--- config.mk ---
export PLATFORM = sky130hd
export DESIGN_NAME = tl2reg_bridge
export DESIGN_NICKNAME = d
export VERILOG_FILES = /design/src/rtl/tl2reg_bridge.sv
export SDC_FILE = /design/constraint.sdc
export NUM_CORES = 1
export LEC_CHECK = 0
export CORE_UTILIZATION = 32
export CTS_BUF_LIST = sky130_fd_sc_hd__clkbuf_8
export DETAILED_ROUTE_END_ITERATION = 7
export PLACE_DENSITY = 0.67
export SYNTH_ARGS = -nofsm -noshare
export SYNTH_HDL_FRONTEND = slang
export SYNTH_SLANG_ARGS = --single-unit
--- constraint.sdc ---
create_clock -name clk -period 7.87 [get_ports clk]
set_input_delay 2.361 -clock clk [delete_from_list [all_inputs] [get_ports clk]]
set_output_delay 2.361 -clock clk [all_outputs]
set_load 0.03 [all_outputs]
--- src/rtl/tl2reg_bridge.sv ---
// TL-UL device-side bridge onto a register-file strobe interface.
// Malformed requests are answered with a denied AccessAck without touching the register file.
module tl2reg_bridge #(
   parameter int unsigned DATA_WIDTH   = 32,
   parameter int unsigned ADDR_WIDTH   = 32,
   parameter int unsigned SIZE_WIDTH   = 3,
   parameter int unsigned SOURCE_WIDTH = 8,
   parameter int unsigned RSP_DEPTH    = 2,
   parameter int unsigned READ_LATENCY = 0
) (
   input  logic                      clk,
   input  logic                      rst,
   input  logic [2:0]                bridge_i_tl_a_opcode,
   input  logic [2:0]                bridge_i_tl_a_param,
   input  logic [SIZE_WIDTH-1:0]     bridge_i_tl_a_size,
   input  logic [SOURCE_WIDTH-1:0]   bridge_i_tl_a_source,
   input  logic [ADDR_WIDTH-1:0]     bridge_i_tl_a_address,
   input  logic [DATA_WIDTH/8-1:0]   bridge_i_tl_a_mask,
   input  logic [DATA_WIDTH-1:0]     bridge_i_tl_a_data,
   input  logic                      bridge_i_tl_a_corrupt,
   input  logic                      bridge_i_tl_a_valid,
   output logic                      bridge_o_tl_a_ready,
   output logic [2:0]                bridge_o_tl_d_opcode,
   output logic [1:0]                bridge_o_tl_d_param,
   output logic [SIZE_WIDTH-1:0]     bridge_o_tl_d_size,
   output logic [SOURCE_WIDTH-1:0]   bridge_o_tl_d_source,
   output logic                      bridge_o_tl_d_sink,
   output logic                      bridge_o_tl_d_denied,
   output logic [DATA_WIDTH-1:0]     bridge_o_tl_d_data,
   output logic                      bridge_o_tl_d_corrupt,
   output logic                      bridge_o_tl_d_valid,
   input  logic                      bridge_i_tl_d_ready,
   output logic [ADDR_WIDTH-1:0]     bridge_o_address,
   output logic                      bridge_o_r_en,
   output logic                      bridge_o_w_en,
   output logic [DATA_WIDTH/8-1:0]   bridge_o_wmask,
   output logic [DATA_WIDTH-1:0]     bridge_o_wdata,
   input  logic [DATA_WIDTH-1:0]     bridge_i_rdata,
   input  logic                      bridge_i_err
);
   localparam int unsigned MASK_W = DATA_WIDTH / 8;
   localparam int unsigned OFF_W  = $clog2(MASK_W);
   localparam int unsigned PTR_W  = (RSP_DEPTH > 1) ? $clog2(RSP_DEPTH) : 1;
   localparam int unsigned CNT_W  = $clog2(RSP_DEPTH + 1);

   localparam logic [2:0] OP_PUT_FULL = 3'd0;
   localparam logic [2:0] OP_PUT_PART = 3'd1;
   localparam logic [2:0] OP_GET      = 3'd4;
   localparam logic [2:0] OP_ACK      = 3'd0;
   localparam logic [2:0] OP_ACK_DATA = 3'd1;

   typedef struct packed {
      logic [2:0]              opcode;
      logic [SIZE_WIDTH-1:0]   size;
      logic [SOURCE_WIDTH-1:0] source;
      logic [DATA_WIDTH-1:0]   data;
      logic                    denied;
      logic                    corrupt;
   } rsp_t;

   typedef struct packed {
      logic                    is_get;
      logic                    err_int;
      logic [SIZE_WIDTH-1:0]   size;
      logic [SOURCE_WIDTH-1:0] source;
   } stg_t;

   logic [CNT_W-1:0]   r_occ;
   logic [PTR_W-1:0]   r_wptr;
   logic [PTR_W-1:0]   r_rptr;
   logic               r_a_ready;
   logic               r_stg_valid;
   stg_t               r_stg;
   rsp_t               r_q [RSP_DEPTH];

   logic               w_is_get;
   logic               w_is_full;
   logic               w_is_put;
   logic               w_op_bad;
   logic               w_size_bad;
   logic               w_misaligned;
   logic               w_mask_bad;
   logic               w_err_int;
   logic [MASK_W-1:0]  w_lanes;
   int unsigned        w_off;
   int unsigned        w_nbytes;
   logic               w_a_fire;
   logic               w_push;
   logic               w_pop;
   rsp_t               w_push_rsp;
   rsp_t               w_head;
   logic               w_d_valid;
   logic [CNT_W-1:0]   w_occ_nxt;
   logic               w_stg_nxt;
   logic               w_ready_nxt;
   logic               w_unused;

   function automatic rsp_t mk_rsp(input logic is_get, input logic err_int,
                                   input logic [SIZE_WIDTH-1:0] size,
                                   input logic [SOURCE_WIDTH-1:0] source,
                                   input logic [DATA_WIDTH-1:0] rdata, input logic err);
      rsp_t r;
      r.opcode  = (is_get && !err_int) ? OP_ACK_DATA : OP_ACK;
      r.size    = size;
      r.source  = source;
      r.data    = err_int ? {(DATA_WIDTH/4){4'hE}} : (is_get ? rdata : '0);
      r.denied  = err_int | err;
      r.corrupt = r.denied && (r.opcode == OP_ACK_DATA);
      return r;
   endfunction

   function automatic logic [PTR_W-1:0] ptr_inc(input logic [PTR_W-1:0] p);
      return (32'(p) == RSP_DEPTH - 32'd1) ? '0 : PTR_W'(32'(p) + 32'd1);
   endfunction

   // Request legality: opcode, size, natural alignment and byte-lane mask
   always_comb begin
      w_is_get     = (bridge_i_tl_a_opcode == OP_GET);
      w_is_full    = (bridge_i_tl_a_opcode == OP_PUT_FULL);
      w_is_put     = w_is_full || (bridge_i_tl_a_opcode == OP_PUT_PART);
      w_op_bad     = !(w_is_get || w_is_put);
      w_size_bad   = bridge_i_tl_a_size > SIZE_WIDTH'(OFF_W);
      w_nbytes     = w_size_bad ? 32'd1 : (32'd1 << bridge_i_tl_a_size);
      w_off        = 32'(bridge_i_tl_a_address[OFF_W-1:0]);
      w_misaligned = (w_off & (w_nbytes - 32'd1)) != 32'd0;
      w_lanes      = '0;
      for (int unsigned i = 0; i < MASK_W; i++) begin
         w_lanes[i] = (i >= w_off) && (i < w_off + w_nbytes);
      end
      w_mask_bad   = (|(bridge_i_tl_a_mask & ~w_lanes)) ||
                     (w_is_full && (bridge_i_tl_a_mask != w_lanes));
      w_err_int    = w_op_bad | w_size_bad | w_misaligned | w_mask_bad | bridge_i_tl_a_corrupt;
   end

   assign w_a_fire         = bridge_i_tl_a_valid & r_a_ready;
   assign bridge_o_r_en    = w_a_fire & w_is_get & ~w_err_int;
   assign bridge_o_w_en    = w_a_fire & w_is_put & ~w_err_int;
   assign bridge_o_address = bridge_i_tl_a_address;
   assign bridge_o_wmask   = bridge_i_tl_a_mask;
   assign bridge_o_wdata   = bridge_i_tl_a_data;
   assign bridge_o_tl_a_ready = r_a_ready;

   // With one cycle of read latency the entry is built from the staged request
   always_comb begin
      if (READ_LATENCY == 0) begin
         w_push     = w_a_fire;
         w_push_rsp = mk_rsp(w_is_get, w_err_int, bridge_i_tl_a_size, bridge_i_tl_a_source,
                             bridge_i_rdata, bridge_i_err);
      end else begin
         w_push     = r_stg_valid;
         w_push_rsp = mk_rsp(r_stg.is_get, r_stg.err_int, r_stg.size, r_stg.source,
                             bridge_i_rdata, bridge_i_err);
      end
   end

   assign w_d_valid = (r_occ != '0);
   assign w_pop     = w_d_valid & bridge_i_tl_d_ready;
   assign w_head    = r_q[r_rptr];

   // a_ready is registered, so it reflects next-cycle occupancy without pop lookahead
   always_comb begin
      w_occ_nxt = r_occ;
      if (w_push && !w_pop) begin
         w_occ_nxt = r_occ + CNT_W'(1);
      end else if (!w_push && w_pop) begin
         w_occ_nxt = r_occ - CNT_W'(1);
      end
      w_stg_nxt   = (READ_LATENCY != 0) && w_a_fire;
      w_ready_nxt = (32'(w_occ_nxt) + 32'(w_stg_nxt)) < RSP_DEPTH;
   end

   always_ff @(posedge clk or posedge rst) begin
      if (rst) begin
         r_occ       <= '0;
         r_wptr      <= '0;
         r_rptr      <= '0;
         r_a_ready   <= 1'b0;
         r_stg_valid <= 1'b0;
         r_stg       <= '0;
      end else begin
         r_occ       <= w_occ_nxt;
         r_a_ready   <= w_ready_nxt;
         r_stg_valid <= w_stg_nxt;
         if (w_a_fire) begin
            r_stg.is_get  <= w_is_get;
            r_stg.err_int <= w_err_int;
            r_stg.size    <= bridge_i_tl_a_size;
            r_stg.source  <= bridge_i_tl_a_source;
         end
         if (w_push) r_wptr <= ptr_inc(r_wptr);
         if (w_pop)  r_rptr <= ptr_inc(r_rptr);
      end
   end

   always_ff @(posedge clk) begin
      if (w_push) r_q[r_wptr] <= w_push_rsp;
   end

   assign bridge_o_tl_d_valid   = w_d_valid;
   assign bridge_o_tl_d_opcode  = w_d_valid ? w_head.opcode  : '0;
   assign bridge_o_tl_d_size    = w_d_valid ? w_head.size    : '0;
   assign bridge_o_tl_d_source  = w_d_valid ? w_head.source  : '0;
   assign bridge_o_tl_d_data    = w_d_valid ? w_head.data    : '0;
   assign bridge_o_tl_d_denied  = w_d_valid & w_head.denied;
   assign bridge_o_tl_d_corrupt = w_d_valid & w_head.corrupt;
   assign bridge_o_tl_d_param   = '0;
   assign bridge_o_tl_d_sink    = 1'b0;

   assign w_unused = ^bridge_i_tl_a_param;
endmodule
# --- Yosys cells after proc, flatten, opt, wreduce, memory -nomap -nowiden ---
# Memory sizes are Yosys's and may differ from the RTL's.
# Cells that the tools add are included.
classes:
  magnitude_cmp: 9
  n_mux: 14
  eq_ne: 4
  n_reduce_logical: 19
  bitwise_logic: 17
  addsub: 6
  n_shift: 1
ops:
  columns: ["op", "n"]
  rows:
  - ["32-bit 2-to-1 mux", 4]
  - ["1-bit by 32-bit less-than comparator with 1-bit output, first input constant", 2]
  - ["2-bit by 32-bit less-than comparator with 1-bit output, first input constant", 2]
  - ["2-bit by 32-bit adder with 32-bit output", 1]
  - ["2-bit by 32-bit bitwise AND with 32-bit output", 1]
  - ["32-bit nonzero test", 1]
  - ["1-bit by 3-bit << shifter with 32-bit output, first input constant", 1]
  - ["32-bit by 1-bit subtractor with 32-bit output, second input constant", 1]
  - ["1-bit bitwise AND", 8]
  - ["1-bit logical AND", 8]
  - ["8-bit 2-to-1 mux", 1]
  - ["3-bit 2-to-1 mux", 2]
  - ["1-bit 2-to-1 mux", 5]
  - ["1-bit OR", 5]
  - ["4-bit bitwise AND", 1]
  - ["1-bit by 2-bit >= comparator with 1-bit output, first input constant", 2]
  - ["1-bit zero test", 4]
  - ["2-bit 2-to-1 mux", 2]
  - ["4-bit inequality test", 1]
  - ["4-bit NOT", 1]
  - ["4-bit OR reduction", 1]
  - ["3-bit by 1-bit == test with 1-bit output, second input constant", 1]
  - ["3-bit == test, second input constant", 1]
  - ["3-bit by 2-bit greater-than comparator with 1-bit output, second input constant", 1]
  - ["other kinds (10)", 13]
totals:
  ramBits: 92
  in_bits: 123
  ff_bits: 5
  mem_count: 1
memory_table:
  columns: ["memory", "depth", "width", "rd", "rd_ports_with_merged_regs", "wr", "line", "text"]
  rows:
  - ["r_q", 2, 46, 1, 0, 1, "74", "rsp_t r_q [RSP_DEPTH];"]

# --- Longest topological paths before layout ---
# Gate-level depths: netlist of run 1.
depth:
  word_depth: 16
  mapped_depth: 14
  depth_no_buf: 12

# --- Least setup slack after synthesis of run 1 ---
# Ideal clock, no wire load.
synth_path:
  path_kind: "input to output"
  start: "input port bridge_i_tl_a_size[1]"
  end: "output port bridge_o_w_en"
  setup_slack_ns: 0.536
  arrival_ns: 4.973
  cell_stages: 10
  required_ns: 5.509
  cell_sequence: "nand2b_1 or2_2 fa_1 mux2i_1 o31ai_1 ha_1 or4_4 a21o_1 buf_6 nor3_2"
synth_between:
  elab_chain_len: 13
synth_rtl:
  columns: ["item", "line", "text"]
  rows:
  - ["from (decl)", "15", "input logic [SIZE_WIDTH-1:0] bridge_i_tl_a_size,"]
  - ["3-bit by 2-bit greater-than comparator with 1-bit output / 1-bit by 3-bit << shifter with 32-bit output (equally long branches)", "122, 123", null]
  - ["32-bit 2-to-1 mux", "123", "w_nbytes = w_size_bad ? 32'd1 : (32'd1 << bridge_i_tl_a_size);"]
  - ["2-bit by 32-bit adder with 32-bit output", "128", "w_lanes[i] = (i >= w_off) && (i < w_off + w_nbytes);"]
  - ["1-bit by 32-bit less-than comparator with 1-bit output / 2-bit by 32-bit less-than comparator with 1-bit output (equally long branches)", "128", null]
  - ["1-bit logical AND", "128", null]
  - ["4-bit NOT", "130", "w_mask_bad = (|(bridge_i_tl_a_mask & ~w_lanes)) ||"]
  - ["4-bit bitwise AND", "130", null]
  - ["4-bit OR reduction", "130", null]
  - ["1-bit logical OR", "130", null]
  - ["1-bit OR (*) (2 in series)", "132", "w_err_int = w_op_bad | w_size_bad | w_misaligned | w_mask_bad | bridge_i_tl_a_corrupt;"]
  - ["1-bit NOT (*)", "137", "assign bridge_o_w_en = w_a_fire & w_is_put & ~w_err_int;"]
  - ["1-bit bitwise AND (*)", "137", null]
  - ["to (decl)", "35", "output logic bridge_o_w_en,"]
# Every way passes the cells marked *; elsewhere a longest branch is shown, timed or not.

# --- Worst setup path in the final report of run 1 ---
layout_path:
  start: "input port bridge_i_tl_a_size[2]"
  end: "output port bridge_o_r_en"
layout_between:
  elab_chain_len: 13
layout_rtl:
  columns: ["item", "line", "text"]
  rows:
  - ["3-bit by 2-bit greater-than comparator with 1-bit output / 1-bit by 3-bit << shifter with 32-bit output (equally long branches)", "122, 123", null]
  - ["32-bit 2-to-1 mux", "123", null]
  - ["2-bit by 32-bit adder with 32-bit output", "128", null]
  - ["1-bit by 32-bit less-than comparator with 1-bit output / 2-bit by 32-bit less-than comparator with 1-bit output (equally long branches)", "128", null]
  - ["1-bit logical AND", "128", null]
  - ["4-bit NOT", "130", null]
  - ["4-bit bitwise AND", "130", null]
  - ["4-bit OR reduction", "130", null]
  - ["1-bit logical OR", "130", null]
  - ["1-bit OR (*) (2 in series)", "132", null]
  - ["1-bit NOT (*)", "136", "assign bridge_o_r_en = w_a_fire & w_is_get & ~w_err_int;"]
  - ["1-bit bitwise AND (*)", "136", null]
  - ["to (decl)", "34", "output logic bridge_o_r_en,"]
# Marked as above.

==> results of run 1 <==
sequential cells by signal (all words and copies together), names as in the netlist:
register             flops
r_wptr                   1
r_q                     92
r_occ                    2
r_rptr                   1
bridge_o_tl_a_ready      1
worst paths after layout:
kind | start | to | slack (ns)
hold / removal | r_occ[0] | r_occ[0] | 0.53
min in group asynchronous | rst | r_wptr | 2.21
setup reg to reg | r_occ[0] | r_occ[1] | 5.42
hold reg to reg | r_occ[0] | r_occ[0] | 0.53
max in group asynchronous | rst | r_rptr | 5.46
setup / recovery | bridge_i_tl_a_size[2] | bridge_o_r_en | 0.17
critical path: stages:
cell and delay [ns]:
clkdlybuf4s50_1 0.51, a21o_1 0.12, ha_2 0.19, inv_1 0.05, fa_2 0.37, a211oi_2 0.23
mux2i_4 0.12, o31ai_2 0.24, ha_1 0.25, and4_2 0.26, o311a_1 0.31, and4_4 0.19
buf_6 0.14
cell usage after synthesis (2+ instances only):
master	instances	area [um^2]
edfxtp_1	92	2760
buf_4	75	563
nor2_1	49	184
mux2i_1	47	470
nand2_1	36	135
nand3_1	24	120
inv_1	13	48.8
ha_1	10	125
nor3_2	10	100
buf_2	8	40.0
clkbuf_1	5	18.8
dfrtp_1	5	125
a21o_1	3	22.5
buf_6	3	33.8
and3_1	2	12.5
buf_1	2	7.51
nand2b_1	2	12.5
o21ai_0	2	10.0
or3_1	2	12.5
metrics by stage:
stage               setup slack, ns  instances  TNS (ns)
global placement             0.0247        660         0
detailed placement          -0.0294        660   -0.0294
floorplan                     0.536        416         0
finish                        0.172        677         0
CTS                          0.0106        677         0
global route                 0.0559        677         0
logic make-up (layout without fill, tap and decap cells):
logic type,Yosys count,after routing,share of synthesized area
multiplexers,47,47,0.0936
flip-flops,97,97,0.575
other,1,5,0.000746
AO/OA/AOI/OAI,12,12,0.0214
XOR/XNOR,2,2,0.00349
buffers and inverters,106,156,0.142
AND/OR/NAND/NOR,136,136,0.136
adder cells (fa/ha/maj),11,11,0.0289
power by group:
group | switching (uW) | internal (uW) | leakage [uW] | total [uW]
sequential | 51.5 | 663 | 0.000811 | 714
combinational | 596 | 397 | 0.00119 | 993
clock | 178 | 150 | 0.000102 | 327
routing by layer:
layer,global-route usage,up-vias
li1,-,1451
met1,0.149,1444
met2,0.230,133
met3,0.0352,23
met4,0.0588,0
met5,0,-
layout make-up:
cell class              count  area [um^2]
inverters                  13         48.8
well taps                 211          264
fillers                  1490         9120
repair buffers            127         1240
multi-input cells         213         1500
clock buffers               9          124
flip-flops and latches     97         2890
clock inverters             7         77.6
what timing repair did:
action,CTS,global route
pin swaps,4,2
setup buffers,1,0
cloned,0,0
setup endpoints to repair,1,2
gates resized for setup,8,3
hold endpoints to repair,0,0
==> impl_metrics.toml, run 1 <==
[run_status]
run_status = "finished, final reports clean"

[placement]
place.gp.congestion = 0.744
placed_cell_area_um2 = 5880
io_buffers = 113
dp_hpwl_mm = 6.85

[power]
finalPower_uw = 2030
power_density_nw_per_um2 = 332
static-leakage-power_uw = 0.00210
worst_vdd_ir_uv = 131

[synth]
yosysWarningCount = 0
synth-seq-cells = 97
number_of_enable_type_register_cells_in_the_synthesized_netlist = 92
post_synth_inst_count = 412
synth.lib_cells_used.distinct = 41
synth.cell_area_um2 = 5030
synth_flop_cell = "edfxtp_1"
asyncSetResetFlopFracSynth = 0.0515
synth.avg_cell_area_um2 = 12.2
seq_area_frac_synth = 0.575

[timing]
timing_max_transition_violations_final = 0
hold_ws_ns = 0.531
setup_viol = 0
final_period_minus_worst_setup_slack_ns = 7.70
final_hold_violating_endpoints = 0
worst_case_clock_skew_ns = 0.0117
grt_setup_unrepaired = "no"
max_clock_freq_mhz = 130
layout_worst_path_cycle_share = 0.978
worst_slew_pin_slew_ns = 1.15
worst_slew_margin_rel = 0.233

[setup_path]
worst_ep_required_time_ns = 5.51
cp_data_arrival_time_ns = 5.34
critical_path_peak_fanout = 4
worst-setup-path-type = "primary input to output port"
reg2regPathDepth = 8
setup.worst_path.end_class = "output port"
start_kind = "primary input"

[global_route]
global_route.usage.total = 0.131
grt_first_pass_wirelength_mm = 16.2
antenna_found_initial = 0
grt_pass1_vias = 3193
grt_max_degree = 48
grt_remaining_overflow = 0

[detailed_routing]
detail_route.drc_violations = 0
dr.first_iter.drc_count = 165
route.top_layer_used = "met4"
met1_length_mm = 4.33
route.met3.wl_um = 789
detailedRoute.firstPassIterationCount = 4
vias = 3051
detail_route.wl_per_cell_um = 15.5
antenna_left = 0
met2WireLength_mm = 5.19
routed_via_density = 4.51
route.final.wire_length_mm = 10.5

[layout]
n_antenna_cell = 0
final_cell_mix = "clkdlybuf4s50_1 (109), edfxtp_1 (92), nor2_1 (48), mux2i_1 (46), nand2_1 (36)"
design.final.nets = 595
final_common_cell = "clkdlybuf4s50_1"
finalCoreUtilization = 0.402
flow.area_growth_from_synthesis_pct = 22.1
final_layout_size_suffix_gt1_frac = 0.129
final_cell_area_um2 = 6140

[cts]
clock_path_buffers = 2
tritoncts.num_buffers = 9
cts.hold.buffers_added = 0
clock-root-buffer = "clkbuf_8"
clkLatencyLatePin_ns = 0.36
clkTransAtPathRegs_ns = 0.09
tritoncts_num_sinks = 97
cts_tree = "yes"
ctsHtreeMaxLevel = 3

[flow_run]
timing.max_cap.violations = 0

[die]
initial_utilization = 0.329
die-area_um2 = 16200
floorplan.io_pins = 246
die_height_um = 127
area_of_the_core_um2 = 15300
dieWidth_um = 127
rows = 45

[hold_path]
timing.hold.worst.class = "flop to flop"
timing.hold.worst_path_depth = 1
(Power assumes the default switching activity.)
==> run 2: changes to the inputs <==
- CTS_BUF_LIST: sky130_fd_sc_hd__clkbuf_8 -> default
==> run 2 against run 1 <==
  * Fmax about the same
  * Clock power grew 35%
  * Worst setup slack lost 0.00066 ns
  * Core utilization is 0.66 points higher
  * Final cell count stayed put
  * Critical endpoint unchanged
  * Largest cell class unchanged
  * Highest routed layer unchanged
==> impl_metrics.toml, run 2 (synthesized netlist as in run 1, its figures left out) <==
[layout]
number_of_flip_flops_in_the_largest_register = 92
final_layout_size_suffix_gt1_frac = 0.129
flow.area_growth_from_synthesis_pct = 24.1
design.final.nets = 595
final_cell_area_um2 = 6240
regMostFlops = "r_q"
final_cell_mix = "clkdlybuf4s50_1 (109), edfxtp_1 (92), nor2_1 (48), mux2i_1 (46), nand2_1 (36)"
n_antenna_cell = 0
biggestRegsByFlops = "r_q (92), r_occ (2)"
final_common_cell = "clkdlybuf4s50_1"

[timing]
worst_slew_pin_slew_ns = 1.15
final.setup.worst_slack_ns = 0.172
setup_viol = 0
timing_max_transition_violations_final = 0
final_period_minus_worst_setup_slack_ns = 7.70
layout_worst_path_cycle_share = 0.978
grt_setup_unrepaired = "no"
worst_case_clock_skew_ns = 0.0107
final_hold_violating_endpoints = 0
worst_slew_margin_rel = 0.234
max_clock_freq_mhz = 130

[power]
worst_vdd_ir_uv = 138
static-leakage-power_uw = 0.00215
finalPower_uw = 2150
power_density_nw_per_um2 = 345
power.share.combinational = 0.462
seqPwrFrac = 0.333
intPower_uw = 1310
p_sw_frac = 0.391
fraction_of_power_consumed_by_the_clock_network = 0.205
power.switching_uw = 839

[setup_path]
crit-reg2reg-capture = "r_occ[1]"
setup.worst_path.end_class = "output port"
cp_data_arrival_time_ns = 5.34
worstReg2RegStart = "r_occ[0]"
crit_path_max_incr_delay_ns = 0.51
crit_end = "bridge_o_r_en"
path_cells = "clkdlybuf4s50_1 > a21o_1 > ha_2 > inv_1 > fa_2 > a211oi_2 > mux2i_4 > o31ai_2 > ha_1 > and4_2 > o311a_1 > and4_4 > buf_6"
worst-path-stages = 13
critical_path.top_delay_family = "compound AO/OA/AOI/OAI gates"
rrSetupSlack_ns = 5.43
critPathSlowestCell = "clkdlybuf4s50_1"
critical_path_peak_fanout = 4
reg2regPathDepth = 8
cp.buffers_inverters = 3
start_kind = "primary input"
worst_ep_required_time_ns = 5.51
critical_path.startpoint = "bridge_i_tl_a_size[2]"
worst-setup-path-type = "primary input to output port"

[cts]
tritoncts_num_sinks = 97
clkLatencyLatePin_ns = 0.34
cts_tree = "yes"
clkTransAtPathRegs_ns = 0.06
clock_path_buffers = 2
clock-root-buffer = "clkbuf_16"
tritoncts.num_buffers = 9
ctsHtreeMaxLevel = 3

[detailed_routing]
detail_route.drc_violations = 0
detail_route.wl_per_cell_um = 15.6
vias = 3054
routed_via_density = 4.51
detailedRoute.firstPassIterationCount = 4
dr.first_iter.drc_count = 178
route.final.wire_length_mm = 10.5
antenna_left = 0

[global_route]
grt_first_pass_wirelength_mm = 16.2
grt_max_degree = 48
grt_pass1_vias = 3190
global_route.usage.total = 0.131
grt_remaining_overflow = 0
antenna_found_initial = 0

[placement]
post-place-ws_ns = -0.0294
placed_cell_area_um2 = 5880
place.gp.congestion = 0.744
io_buffers = 113
dp_hpwl_mm = 6.85

[die]
rows = 45
floorplan.io_pins = 246
area_of_the_core_um2 = 15300
die-area_um2 = 16200
initial_utilization = 0.329
dieWidth_um = 127
die_height_um = 127

[run_status]
run_status = "finished, final reports clean"

[flow_run]
timing.max_cap.violations = 0

[hold_path]
timing.hold.worst.class = "flop to flop"
## run 2: cell count changes in the layout (fill, tap and decap cells not counted)
cell	delta
clkbuf_16	+9
clkbuf_8	-9
## run 2: cell type report
class,count,area [um^2]
clock buffers,9,225
multi-input cells,213,1500
fillers,1475,9020
flip-flops and latches,97,2890
well taps,211,264
clock inverters,7,77.6
inverters,13,48.8
repair buffers,127,1240
## run 2: power groups by stage
stage                     Sequential (uW)  Combinational (uW)  Clock [uW]
after floorplan                       698                 687           0
after global placement                724                 996           0
after detailed placement              728                1010           0
after CTS                             717                1010         453
after global routing                  725                1050         475
final                                 715                 993         441
## run 2: layer usage
metal	track usage	wire [um]	up-vias
met1	0.150	4360	1446
met3	0.0289	711	23
li1	-	-	1458
met2	0.230	5260	127
met4	0.0714	205	0
met5	0	0	-
## run 2: timing repair
item                       in CTS  in global routing
resized for setup               8                  3
pin swaps                       4                  2
buffers inserted                1                  0
setup endpoints to repair       1                  2
hold buffers                    0                  0
## run 2: per-stage QoR
stage / hold WS (ns) / util / TNS, ns / instances
after floorplan: 0.460 / - / 0 / 416
after global placement: 0.483 / 0.386 / 0 / 660
after detailed placement: 0.515 / 0.386 / -0.0294 / 660
after CTS: 0.530 / 0.408 / 0 / 677
after global routing: 0.562 / 0.409 / 0 / 677
final: 0.525 / 0.409 / 0 / 677
## run 2: how the worst min path moves through the flow
| stage | startpoint | end | cells past startpoint | slack, ns |
|---|---|---|---|---|
| after CTS | r_occ[0] | r_occ[0] | 1 | 0.53 |
| after global placement | r_occ[0] | r_occ[0] | 1 | 0.48 |
| after detailed placement | r_occ[0] | r_occ[0] | 1 | 0.51 |
| after global routing | r_occ[0] | r_occ[0] | 1 | 0.56 |
| final | r_occ[0] | r_occ[0] | 1 | 0.53 |
| after floorplan | r_wptr | r_wptr | 1 | 0.46 |
## run 2: worst register-to-register path: cells and delay by family, from the launching register on
| kind | cells | cell delay, ns |
|---|---|---|
| flops | 1 | 0.40 |
| simple gates | 2 | 0.30 |
| compound gates | 1 | 0.28 |
| fa+ha+maj | 2 | 1.03 |
| buf+inv | 3 | 0.31 |
